## src/rtl/dm_arbiter_if.sv

```systemverilog
// Requester-side bus of the data-memory arbiter: one instance per port.
//   req       request valid, held with its fields until gnt
//   we        1 = store, 0 = load
//   size      0 byte, 1 half, 2 word (3 is illegal)
//   sext      load extension: 1 sign, 0 zero
//   addr      byte address
//   wdata     store data, right-justified
//   gnt       combinational accept; request consumed when req & gnt
//   rsp_valid single-cycle response pulse
//   rdata     load result (0 for stores and errors)
//   err       misaligned / out-of-range / illegal size
// master = requester (CPU MEM stage or debug/DMA), slave = arbiter.
interface dm_arbiter_if;
    logic        req;
    logic        we;
    logic [1:0]  size;
    logic        sext;
    logic [31:0] addr;
    logic [31:0] wdata;
    logic        gnt;
    logic        rsp_valid;
    logic [31:0] rdata;
    logic        err;

    modport master (
        output req, we, size, sext, addr, wdata,
        input  gnt, rsp_valid, rdata, err
    );

    modport slave (
        input  req, we, size, sext, addr, wdata,
        output gnt, rsp_valid, rdata, err
    );
endinterface

```

## src/rtl/dm_arbiter.sv

```systemverilog
// Shares a single-ported data memory (registered read, per-byte write enables)
// between port 0 (CPU MEM stage) and port 1 (debug/DMA). Formats stores into
// replicated lane data plus byte enables, aligns/extends loads, flags bad
// accesses and returns one response per accepted request.
// Ports:
//   clk             rising-edge clock
//   rst             asynchronous, active-low reset
//   p0, p1          requester buses (dm_arbiter_if.slave)
//   dm_addr         word-aligned memory address (driven only in ISSUE)
//   dm_we           memory write enable
//   dm_win          lane-replicated write data
//   dm_wbyte_enable byte-lane enables
//   dm_dout         memory read data, valid the cycle after the address
//   busy            access in progress (state != IDLE)
module dm_arbiter #(
    parameter int ADDR_BITS  = 12,
    parameter bit FIXED_PRIO = 1'b0
) (
    input  logic         clk,
    input  logic         rst,
    dm_arbiter_if.slave  p0,
    dm_arbiter_if.slave  p1,
    output logic [31:0]  dm_addr,
    output logic         dm_we,
    output logic [31:0]  dm_win,
    output logic [3:0]   dm_wbyte_enable,
    input  logic [31:0]  dm_dout,
    output logic         busy
);
    typedef enum logic [1:0] {IDLE, ISSUE, CAPTURE, RESP} state_t;

    state_t      state_reg, state_next;
    logic        port_reg;
    logic        last_reg;   // port granted most recently (1 after reset so port 0 wins first)
    logic        we_reg, sext_reg, err_reg;
    logic [1:0]  size_reg;
    logic [31:0] addr_reg, wdata_reg, rdata_reg;

    logic        gnt0, gnt1;
    logic        sel_we, sel_sext;
    logic [1:0]  sel_size;
    logic [31:0] sel_addr, sel_wdata;
    logic [7:0]  load_byte;
    logic [15:0] load_half;
    logic [31:0] load_data;
    logic        store_ok;

    function automatic logic access_err(input logic [1:0] size, input logic [31:0] addr);
        logic e;
        e = ((addr >> ADDR_BITS) != 32'd0);
        case (size)
            2'd0:    e = e;
            2'd1:    e = e | addr[0];
            2'd2:    e = e | (addr[1:0] != 2'b00);
            default: e = 1'b1;
        endcase
        return e;
    endfunction

    // Grant only in IDLE and never while reset is held; on contention the
    // port that did not win last time is served (or port 0 with fixed priority).
    always_comb begin
        gnt0 = 1'b0;
        gnt1 = 1'b0;
        if (rst && state_reg == IDLE) begin
            if (p0.req && p1.req) begin
                if (FIXED_PRIO || last_reg) gnt0 = 1'b1;
                else                        gnt1 = 1'b1;
            end else begin
                gnt0 = p0.req;
                gnt1 = p1.req;
            end
        end
    end

    assign p0.gnt = gnt0;
    assign p1.gnt = gnt1;

    assign sel_we    = gnt1 ? p1.we    : p0.we;
    assign sel_sext  = gnt1 ? p1.sext  : p0.sext;
    assign sel_size  = gnt1 ? p1.size  : p0.size;
    assign sel_addr  = gnt1 ? p1.addr  : p0.addr;
    assign sel_wdata = gnt1 ? p1.wdata : p0.wdata;

    always_ff @(posedge clk or negedge rst) begin
        if (!rst) begin
            state_reg <= IDLE;
            last_reg  <= 1'b1;
            port_reg  <= 1'b0;
            we_reg    <= 1'b0;
            sext_reg  <= 1'b0;
            err_reg   <= 1'b0;
            size_reg  <= 2'd0;
            addr_reg  <= 32'd0;
            wdata_reg <= 32'd0;
            rdata_reg <= 32'd0;
        end else begin
            state_reg <= state_next;
            if (gnt0 || gnt1) begin
                port_reg  <= gnt1;
                last_reg  <= gnt1;
                we_reg    <= sel_we;
                sext_reg  <= sel_sext;
                size_reg  <= sel_size;
                addr_reg  <= sel_addr;
                wdata_reg <= sel_wdata;
                err_reg   <= access_err(sel_size, sel_addr);
            end
            if (state_reg == CAPTURE) rdata_reg <= load_data;
        end
    end

    always_comb begin
        state_next = state_reg;
        case (state_reg)
            IDLE:    if (gnt0 || gnt1) state_next = ISSUE;
            ISSUE:   state_next = (we_reg || err_reg) ? RESP : CAPTURE;
            CAPTURE: state_next = RESP;
            RESP:    state_next = IDLE;
            default: state_next = IDLE;
        endcase
    end

    // Memory side: everything is zero outside ISSUE; errored stores never write.
    assign store_ok = we_reg && !err_reg;

    always_comb begin
        dm_addr         = 32'd0;
        dm_we           = 1'b0;
        dm_win          = 32'd0;
        dm_wbyte_enable = 4'b0000;
        if (state_reg == ISSUE) begin
            dm_addr = {addr_reg[31:2], 2'b00};
            if (store_ok) begin
                dm_we = 1'b1;
                case (size_reg)
                    2'd0: begin
                        dm_wbyte_enable = 4'b0001 << addr_reg[1:0];
                        dm_win          = {4{wdata_reg[7:0]}};
                    end
                    2'd1: begin
                        dm_wbyte_enable = addr_reg[1] ? 4'b1100 : 4'b0011;
                        dm_win          = {2{wdata_reg[15:0]}};
                    end
                    default: begin
                        dm_wbyte_enable = 4'b1111;
                        dm_win          = wdata_reg;
                    end
                endcase
            end
        end
    end

    // Load alignment: pick the addressed lane, then extend.
    always_comb begin
        case (addr_reg[1:0])
            2'd0:    load_byte = dm_dout[7:0];
            2'd1:    load_byte = dm_dout[15:8];
            2'd2:    load_byte = dm_dout[23:16];
            default: load_byte = dm_dout[31:24];
        endcase
        load_half = addr_reg[1] ? dm_dout[31:16] : dm_dout[15:0];
        case (size_reg)
            2'd0:    load_data = {{24{sext_reg & load_byte[7]}}, load_byte};
            2'd1:    load_data = {{16{sext_reg & load_half[15]}}, load_half};
            default: load_data = dm_dout;
        endcase
    end

    assign p0.rsp_valid = (state_reg == RESP) && !port_reg;
    assign p1.rsp_valid = (state_reg == RESP) &&  port_reg;
    assign p0.err       = p0.rsp_valid && err_reg;
    assign p1.err       = p1.rsp_valid && err_reg;
    assign p0.rdata     = (p0.rsp_valid && !we_reg && !err_reg) ? rdata_reg : 32'd0;
    assign p1.rdata     = (p1.rsp_valid && !we_reg && !err_reg) ? rdata_reg : 32'd0;

    assign busy = (state_reg != IDLE);
endmodule

```

## src/flat_wrapper.sv

```systemverilog
// flat-port wrapper written by rule: the top's interface ports become plain ports
module dm_arbiter_flat 
#(
    parameter int ADDR_BITS  = 12,
    parameter bit FIXED_PRIO = 1'b0
)
  (clk, rst, dm_addr, dm_we, dm_win, dm_wbyte_enable, dm_dout, busy, p0_req, p0_we, p0_size, p0_sext, p0_addr, p0_wdata, p0_gnt, p0_rsp_valid, p0_rdata, p0_err, p1_req, p1_we, p1_size, p1_sext, p1_addr, p1_wdata, p1_gnt, p1_rsp_valid, p1_rdata, p1_err);
  dm_arbiter_if p0_i ();
  dm_arbiter_if p1_i ();
  input  logic clk;
  input  logic rst;
  output logic [31:0] dm_addr;
  output logic dm_we;
  output logic [31:0] dm_win;
  output logic [3:0] dm_wbyte_enable;
  input  logic [31:0] dm_dout;
  output logic busy;
  input wire logic [$bits(p0_i.req)-1:0] p0_req;
  input wire logic [$bits(p0_i.we)-1:0] p0_we;
  input wire logic [$bits(p0_i.size)-1:0] p0_size;
  input wire logic [$bits(p0_i.sext)-1:0] p0_sext;
  input wire logic [$bits(p0_i.addr)-1:0] p0_addr;
  input wire logic [$bits(p0_i.wdata)-1:0] p0_wdata;
  output wire logic [$bits(p0_i.gnt)-1:0] p0_gnt;
  output wire logic [$bits(p0_i.rsp_valid)-1:0] p0_rsp_valid;
  output wire logic [$bits(p0_i.rdata)-1:0] p0_rdata;
  output wire logic [$bits(p0_i.err)-1:0] p0_err;
  input wire logic [$bits(p1_i.req)-1:0] p1_req;
  input wire logic [$bits(p1_i.we)-1:0] p1_we;
  input wire logic [$bits(p1_i.size)-1:0] p1_size;
  input wire logic [$bits(p1_i.sext)-1:0] p1_sext;
  input wire logic [$bits(p1_i.addr)-1:0] p1_addr;
  input wire logic [$bits(p1_i.wdata)-1:0] p1_wdata;
  output wire logic [$bits(p1_i.gnt)-1:0] p1_gnt;
  output wire logic [$bits(p1_i.rsp_valid)-1:0] p1_rsp_valid;
  output wire logic [$bits(p1_i.rdata)-1:0] p1_rdata;
  output wire logic [$bits(p1_i.err)-1:0] p1_err;
  assign p0_i.req = p0_req;
  assign p0_i.we = p0_we;
  assign p0_i.size = p0_size;
  assign p0_i.sext = p0_sext;
  assign p0_i.addr = p0_addr;
  assign p0_i.wdata = p0_wdata;
  assign p0_gnt = p0_i.gnt;
  assign p0_rsp_valid = p0_i.rsp_valid;
  assign p0_rdata = p0_i.rdata;
  assign p0_err = p0_i.err;
  assign p1_i.req = p1_req;
  assign p1_i.we = p1_we;
  assign p1_i.size = p1_size;
  assign p1_i.sext = p1_sext;
  assign p1_i.addr = p1_addr;
  assign p1_i.wdata = p1_wdata;
  assign p1_gnt = p1_i.gnt;
  assign p1_rsp_valid = p1_i.rsp_valid;
  assign p1_rdata = p1_i.rdata;
  assign p1_err = p1_i.err;
  dm_arbiter #(.ADDR_BITS(ADDR_BITS), .FIXED_PRIO(FIXED_PRIO)) u_core (.clk(clk), .rst(rst), .p0(p0_i), .p1(p1_i), .dm_addr(dm_addr), .dm_we(dm_we), .dm_win(dm_win), .dm_wbyte_enable(dm_wbyte_enable), .dm_dout(dm_dout), .busy(busy));
endmodule
```

## config.mk

```make
export PLATFORM = sky130hd
export DESIGN_NAME = dm_arbiter_flat
export DESIGN_NICKNAME = d
export VERILOG_FILES = /design/src/rtl/dm_arbiter_if.sv /design/src/rtl/dm_arbiter.sv /design/src/flat_wrapper.sv
export SDC_FILE = /design/constraint.sdc
export NUM_CORES = 1
export LEC_CHECK = 0
export BUFFER_PORTS_ARGS = -buffer_cell sky130_fd_sc_hd__buf_4
export CAP_MARGIN = 10
export CORE_ASPECT_RATIO = 1.5
export CORE_MARGIN = 10
export CORE_UTILIZATION = 45
export DETAILED_ROUTE_END_ITERATION = 7
export GPL_ROUTABILITY_DRIVEN = 0
export PLACE_DENSITY = 0.78
export SLEW_MARGIN = 20
export SYNTH_ARGS = -nofsm -noshare
export SYNTH_HDL_FRONTEND = slang
export SYNTH_SLANG_ARGS = --single-unit
export TNS_END_PERCENT = 10
```

## constraint.sdc

```tcl
create_clock -name clk -period 5.51 [get_ports clk]
set_clock_uncertainty 0.1 [all_clocks]
set_input_delay 0.8265 -clock clk [delete_from_list [all_inputs] [get_ports clk]]
set_output_delay 0.8265 -clock clk [all_outputs]
set_load 0.02 [all_outputs]
```

# Word-level counts from Yosys, hierarchy flattened
# Cells that the tools add are included.
[totals]
ff_bits = 105
input_bits = 172
output_inout_bits = 140
[classes]
eq_ne = 9
shifts = 1
mux = 30
n_bitwise = 4
n_reduce_logical = 23
[ops]
columns = ["operator", "n"]
rows = [
  ["$mux 32", 7],
  ["$pmux 32 s2", 2],
  ["$reduce_bool 32->1", 1],
  ["$pmux 8 s3", 1],
  ["$mux 16", 1],
  ["$mux 4", 3],
  ["$logic_and 1x1->1", 11],
  ["$mux 1", 11],
  ["$eq 2x1->1 const B", 4],
  ["$eq 2x2->1 const B", 4],
  ["$logic_not 2->1", 4],
  ["$pmux 2 s4", 1],
  ["$pmux 4 s2", 1],
  ["$mux 2", 2],
  ["$reduce_bool 2->1", 2],
  ["$shl 1x2->4 const A", 1],
  ["$logic_not 1->1", 3],
  ["$pmux 1 s3", 1],
  ["$and 1x1->1", 2],
  ["$logic_or 1x1->1", 2],
  ["$ne 2x2->1 const B", 1],
  ["$or 1x1->1", 2],
]

# Logic depth before layout (Yosys ltp)
# Gate-level depths: netlist of the first run.
[logic_depth]
ltp_word = 7
ltp_mapped = 12
depth_no_buf = 11

# Worst setup path before layout of the first run
# No wires, ideal clock.
[synth_path]
path_kind = "input to register"
start = "input port rst"
end = "register u_core.err_reg"
arrival_ps = 2590
required_ps = 5323
path_slack_ps = 2733
path_stages = 8
path_cell_list = "and2_1 nand3_1 buf_2 buf_4 mux2i_1 ha_1 or4_1 o211ai_1"
[synth_between]
elab_chain_len = 6
elab_cells_between_ends = 14
cone_classes = "eq/ne: 2; mux: 5; bitwise: 2; reduce/logical: 5"
[synth_rtl]
columns = ["item", "line_no", "source"]
rows = [
  ["from (decl)", "flat_wrapper.sv:11", "input logic rst;"],
  ["$logic_and 1x1->1 (*)", "dm_arbiter.sv:65", "if (rst && state_reg == IDLE) begin"],
  ["$mux 1", "dm_arbiter.sv:65", ""],
  ["$mux 32", "dm_arbiter.sv:82", "assign sel_addr = gnt1 ? p1.addr : p0.addr;"],
  ["$reduce_bool 32->1 or $reduce_bool 2->1 (tied branches)", "dm_arbiter.sv:50, dm_arbiter.sv:54", ""],
  ["$or 1x1->1, on equally long branches", "dm_arbiter.sv:54, dm_arbiter.sv:53", ""],
  ["$pmux 1 s3", "dm_arbiter.sv:51", "case (size)"],
  ["to (signal assigned)", "dm_arbiter.sv:107", "err_reg <= access_err(sel_size, sel_addr);"],
  ["to (decl)", "dm_arbiter.sv:35", "logic we_reg, sext_reg, err_reg;"],
]
# Mark *: on every way between the ends. The rest lies on a longest branch, timed or not.
# A chain may end at the register's enable or synchronous reset.

# Worst setup path after layout of the first run
[layout_path]
start = "register u_core.state_reg[1]"
end = "output port dm_win[7]"
[layout_between]
elab_chain_len = 2
[layout_rtl]
columns = ["item", "line_no", "source"]
rows = [
  ["from (decl)", "dm_arbiter.sv:32", "state_t state_reg, state_next;"],
  ["from (signal assigned)", "dm_arbiter.sv:98", "state_reg <= state_next;"],
  ["$eq 2x1->1", "dm_arbiter.sv:132", "if (state_reg == ISSUE) begin"],
  ["$mux 32", "dm_arbiter.sv:132", ""],
  ["to (decl)", "flat_wrapper.sv:14", "output logic [31:0] dm_win;"],
]
# No other way between the ends.

==> flow_metrics.tcl, run 1 <==
set metrics [dict create \
    num-fill-cells 1251 \
    worstSetupStartpointType "flip-flop" \
    max_cap_viol_count 0 \
    ys_ff_latch 105 \
    drt-pass1-iter-count 4 \
    wl_um 22900 \
    synth_area_leaders "dfrtp_1 40%, mux2i_1 13%, and2_1 10%" \
    ios 312 \
    synth_cells 765 \
    root_buffer "clkbuf_16" \
    ant_nets 0 \
    diodes 0 \
    synth.top_cells.by_count "142 x nand2_1, 104 x and2_1, 104 x dfrtp_1" \
    async_reset_ff_share_pct 100.0 \
    fin_crit_ps 3866 \
    timing.fmax_mhz 258.6 \
    design_power_total_uw 4044 \
    multi_input_area_mm2 0.003580 \
    crit_family "simple AND/OR/NAND/NOR gates" \
    synth_top_cell_area_share_pct 39.98 \
    cts_max_path_buffers 2 \
    chipHeight_um 167.3 \
    drive_above_1_share_pct 33.59 \
    report.final.hold_viol_count 0 \
    max_stage_delay_ps 790 \
    ys_seq_area_share_pct 40.38 \
    drt-initial-drc-count 329 \
    rows 53 \
    slew_headroom_pct 32.78 \
    numCtsBuffers 9 \
    pwr_density_cell_mw_per_mm2 441.1 \
    rsz0062_at_grt "no" \
    cts_resized 0 \
    grt_max_degree 95 \
    hold_path_class "primary input to asynchronous set/reset pin" \
    post_cts_buffers 0 \
    grt_pass1_wl_um 35660 \
    synth_edf_count 0 \
    antenna_found_initial 0 \
    path_common_cell "inv_1" \
    critical_path_class "flip-flop to primary output" \
    tightestPinTransition_ps 1004 \
    outcome "completed" \
    cp_cell_sequence "inv_1, ha_1, nand2_1, or2_2, inv_1, and2_1, buf_4" \
    wire_per_inst_um 18.65 \
    place_hpwl_um 17930 \
    die_w_um 118.2 \
    yosysWarnings 0 \
    syn_to_final_growth_pct 40.84 \
    synth_cell_types 42 \
    port_buffers 309 \
    final_max_slew_viol_count 0 \
    clk_pin_slew_ps 70 \
    htreeDepth 3 \
    layout.nets 1213 \
    core_area_mm2 0.01412 \
    via_per_inst 5.169 \
    grt_usage_pct 22.15 \
    fin_crit_sh_pct 70.17 \
    cts_tree "yes" \
    initial_utilization_pct 46.09 \
    crit_required_ps 4580 \
    ir_drop_v 0.0002138 \
    die-area_mm2 0.01978 \
    overflow 0 \
    synth.most_common_cell "nand2_1" \
    hold_buffers 0 \
    cp_data_arrival_time_ps 2940 \
    vias 6347 \
    synth_flop_cell "dfrtp_1" \
    clk_latency_ps 340 \
    cts_sinks 105 \
    synth_area_leader_cell "dfrtp_1" \
    power.leakage_uw 0.004928 \
    drcViolationCount 0 \
    first_global_vias 6603 \
    end_kind "primary output" \
    syn-cell-area_mm2 0.006510 \
    crit_fanout 32 \
    path_buf_inv 3 \
    setup_tns_ps 0 \
    seq_area_mm2 0.002630 \
    crit_slowest_cell "ha_1" \
    setup_viol 0 \
    avgSynthCellArea_um2 8.510 \
]
-- per-stage QoR --
step                      instance area, um^2  utilization [%]  hold WS, ps  cells  worst slack [ps]
after floorplan                          6514                -        342.4    766              2733
after global placement                   8869            62.79        353.8   1214              1851
after detailed placement                 8869            62.79        362.3   1214              1770
after CTS                                9169            64.91        371.9   1228              1605
after global routing                     9169            64.91        389.4   1228              1310
final                                    9169            64.91        348.4   1228              1644
-- worst reg2reg max path, stage by stage (launching register included) --
cell      delay [ps]
dfrtp_1          420
inv_1            140
ha_1             250
and2_1           280
nand3_4          360
clkinv_2         220
mux2i_1          290
inv_1            100
ha_1             310
or4_1            520
o211ai_1         100
-- area by class of cell --
cell class | instances | share of cell area (%)
tap | 192 | 2.620
sequential | 105 | 28.68
multi-input combinational | 588 | 39.04
timing repair buffer | 315 | 25.79
clock buffer | 11 | 2.538
clock inverter | 3 | 0.7369
inverter | 14 | 0.5868
-- cell usage in the layout (no fill, tap or decap), types with 3 or more instances in the layout --
cell | Yosys | final
nand3_1 | 6 | 5
buf_4 | 3 | 315
ha_1 | 8 | 7
mux2i_1 | 85 | 85
o21a_1 | 7 | 7
a21oi_1 | 28 | 28
nor2_1 | 42 | 42
nor3b_1 | 8 | 7
mux2_2 | 7 | 7
o21ai_0 | 100 | 100
o211ai_1 | 8 | 8
a221oi_1 | 7 | 7
and2_1 | 104 | 104
nor4_1 | 11 | 11
clkbuf_16 | 0 | 9
nand2_1 | 142 | 142
dfrtp_1 | 104 | 103
and3_1 | 3 | 3
inv_1 | 13 | 13
-- worst paths after layout --
check | start | endpoint | slack (ps) | cells after the start
worst max-delay path | u_core.state_reg[1]$_DFFE_PN0P_ | dm_win[7] | 1640 | 7
worst max register to register | u_core.state_reg[1]$_DFFE_PN0P_ | u_core.err_reg$_DFFE_PN0P_ | 2340 | 10
max in group asynchronous | rst | u_core.size_reg[1]$_DFFE_PN0P_ | 3660 | 2
worst min-delay path | rst | u_core.rdata_reg[19]$_DFFE_PN0N_ | 350 | 1
min in group clk | u_core.addr_reg[30]$_DFFE_PN0P_ | u_core.addr_reg[30]$_DFFE_PN0P_ | 370 | 2
worst min register to register | u_core.addr_reg[30]$_DFFE_PN0P_ | u_core.addr_reg[30]$_DFFE_PN0P_ | 370 | 2
-- cells by family after synthesis --
logic type / after synthesis / synth area share (%)
mux: 94 / 14.86
compound gates: 158 / 13.42
other cells: 1 / 0.05760
flops: 105 / 40.38
buf+inv: 73 / 5.247
simple gates: 326 / 24.51
fa+ha+maj: 8 / 1.538
-- report_power, final --
group | switching (uW) | internal, uW | total, uW
sequential | 312 | 1140 | 1460
combinational | 1110 | 798 | 1910
clock | 281 | 394 | 675
-- metal layers --
layer	part of all wire (%)	GRT usage [%]
met1	36	22.93
met2	54	41.25
met3	7.0	6.227
met4	2.6	7.983
met5	0	0
(Power assumes the default switching activity.)
==> run 2: changes to the inputs <==
--- a/config.mk
+++ b/config.mk
@@ -9,7 +9,7 @@
 export CAP_MARGIN = 10
 export CORE_ASPECT_RATIO = 1.5
 export CORE_MARGIN = 10
-export CORE_UTILIZATION = 45
+export CORE_UTILIZATION = 43
 export DETAILED_ROUTE_END_ITERATION = 7
 export GPL_ROUTABILITY_DRIVEN = 0
 export PLACE_DENSITY = 0.78
==> constraint.sdc (replaced) <==
create_clock -name clk -period 3.1 [get_ports clk]
set_clock_uncertainty 0.1 [all_clocks]
set_input_delay 0.465 -clock clk [delete_from_list [all_inputs] [get_ports clk]]
set_output_delay 0.465 -clock clk [all_outputs]
set_load 0.02 [all_outputs]
==> run 2 against run 1 <==
Combinational power increased by 81%. Sequential power increased by 77%. Sequential share of layout area decreased by 0.33 points.
==> flow_metrics.tcl, run 2 (synthesized netlist as in run 1, its figures left out) <==
set metrics [dict create \
    cp_data_arrival_time_ps 2970 \
    final_max_slew_viol_count 0 \
    tightestPinTransition_ps 791.5 \
    crit_required_ps 3260 \
    critical_path_class "flip-flop to flip-flop" \
    cts_resized 0 \
    die_w_um 120.5 \
    report.final.hold_viol_count 0 \
    rows 55 \
    grt_usage_pct 21.42 \
    fin_crit_ps 2808 \
    timing.fmax_mhz 356.1 \
    setup_tns_ps 0 \
    drt-pass1-iter-count 5 \
    ir_drop_v 0.0003301 \
    fin_crit_sh_pct 90.59 \
    final_common_cell "buf_4" \
    grt_max_degree 82 \
    clk_latency_ps 350 \
    htreeDepth 3 \
    diodes 0 \
    die-area_mm2 0.02056 \
    core_area_mm2 0.01500 \
    vias 6317 \
    wl_um 23030 \
    final_cell_mix "320 x buf_4, 142 x nand2_1, 104 x and2_1" \
    slew_headroom_pct 47.04 \
    hold_path_class "primary input to asynchronous set/reset pin" \
    drt-initial-drc-count 402 \
    first_global_vias 6492 \
    crit_fanout 4 \
    antenna_found_initial 0 \
    wire_per_inst_um 18.51 \
    cts_tree "yes" \
    post_cts_buffers 0 \
    num-fill-cells 1387 \
    pwr_density_cell_mw_per_mm2 784.0 \
    cts_max_path_buffers 2 \
    end_kind "flip-flop" \
    worstSetupStartpointType "flip-flop" \
    place_area_mm2 0.008955 \
    root_buffer "clkbuf_16" \
    outcome "completed" \
    ios 312 \
    reg2regPathDepth 10 \
    rsz0062_at_grt "no" \
    setup_viol 0 \
    power.leakage_uw 0.004992 \
    hold_buffers 0 \
    cts_sinks 105 \
    max_cap_viol_count 0 \
    syn_to_final_growth_pct 42.48 \
    drcViolationCount 0 \
    ant_nets 0 \
    overflow 0 \
    initial_utilization_pct 43.39 \
    via_per_inst 5.078 \
    design_power_total_uw 7272 \
    numCtsBuffers 9 \
    layout.nets 1220 \
    timing.hold.ws_ps 142.1 \
    clk_pin_slew_ps 80 \
    drive_above_1_share_pct 34.35 \
    grt_pass1_wl_um 35240 \
    port_buffers 309 \
    place_hpwl_um 18190 \
    chipHeight_um 170.7 \
    design_area_mm2 0.009275 \
]
## run 2: cell count changes in the layout (fill, tap and decap cells not counted), sizes merged
| cell | change |
|---|---|
| buf | +7 |
| inv | +4 |
| bufinv | -1 |
| clkinvlp | -1 |
## run 2: worst paths after layout
path / end / start / slack (ps)
setup reg to reg: u_core.err_reg$_DFFE_PN0P_ / u_core.state_reg[0]$_DFFE_PN0P_ / 290
hold / removal: u_core.rdata_reg[31]$_DFFE_PN0N_ / rst / 140
setup / recovery: u_core.err_reg$_DFFE_PN0P_ / u_core.state_reg[0]$_DFFE_PN0P_ / 290
hold reg to reg: u_core.last_reg$_DFFE_PN1P_ / u_core.last_reg$_DFFE_PN1P_ / 360
min in group clk: u_core.wdata_reg[3]$_DFFE_PN0P_ / p1_wdata[3] / 300
max in group asynchronous: u_core.size_reg[1]$_DFFE_PN0P_ / rst / 1530
## run 2: area by class of cell
class,count,area [um^2],share of cell area [%]
clock buffers,11,252.7,2.725
clock inverters,5,67.56,0.7284
inverters,14,53.80,0.5801
flip-flops and latches,105,2630,28.36
well taps,199,249.0,2.684
repair buffers,322,2442,26.33
multi-input cells,588,3580,38.59
## run 2: per-stage QoR
| stage | setup slack [ps] | std cells | utilization, % |
|---|---|---|---|
| 2_1_floorplan | 494.8 | 766 | - |
| 3_3_place_gp | 441.6 | 1228 | 59.69 |
| 3_5_place_dp | 330.0 | 1228 | 59.69 |
| 4_1_cts | 272.6 | 1244 | 61.83 |
| 5_1_grt | 70.91 | 1244 | 61.83 |
| 6_report | 291.8 | 1244 | 61.83 |
## run 2: power breakdown
group	leakage [uW]	internal, uW	switching [uW]
sequential	0.00128	2030	554
combinational	0.00355	1460	1990
clock	0.000159	686	549
## run 2: critical path, stage by stage, from the launching register on
cell and delay (ps):
dfrtp_1 410, inv_1 140, ha_1 200, and2_1 280, nand3_4 140, clkinv_2 110, mux2i_1 280, inv_1 120
ha_1 330, or4_1 520, o211ai_1 100
## run 2: per-layer routing
layer	vias up	routed length, um	global-route usage (%)
li1	3135	-	-
met1	2932	8747	22.86
met2	219	12020	38.92
met3	31	1625	6.234
met4	0	633	7.684
met5	-	0	0
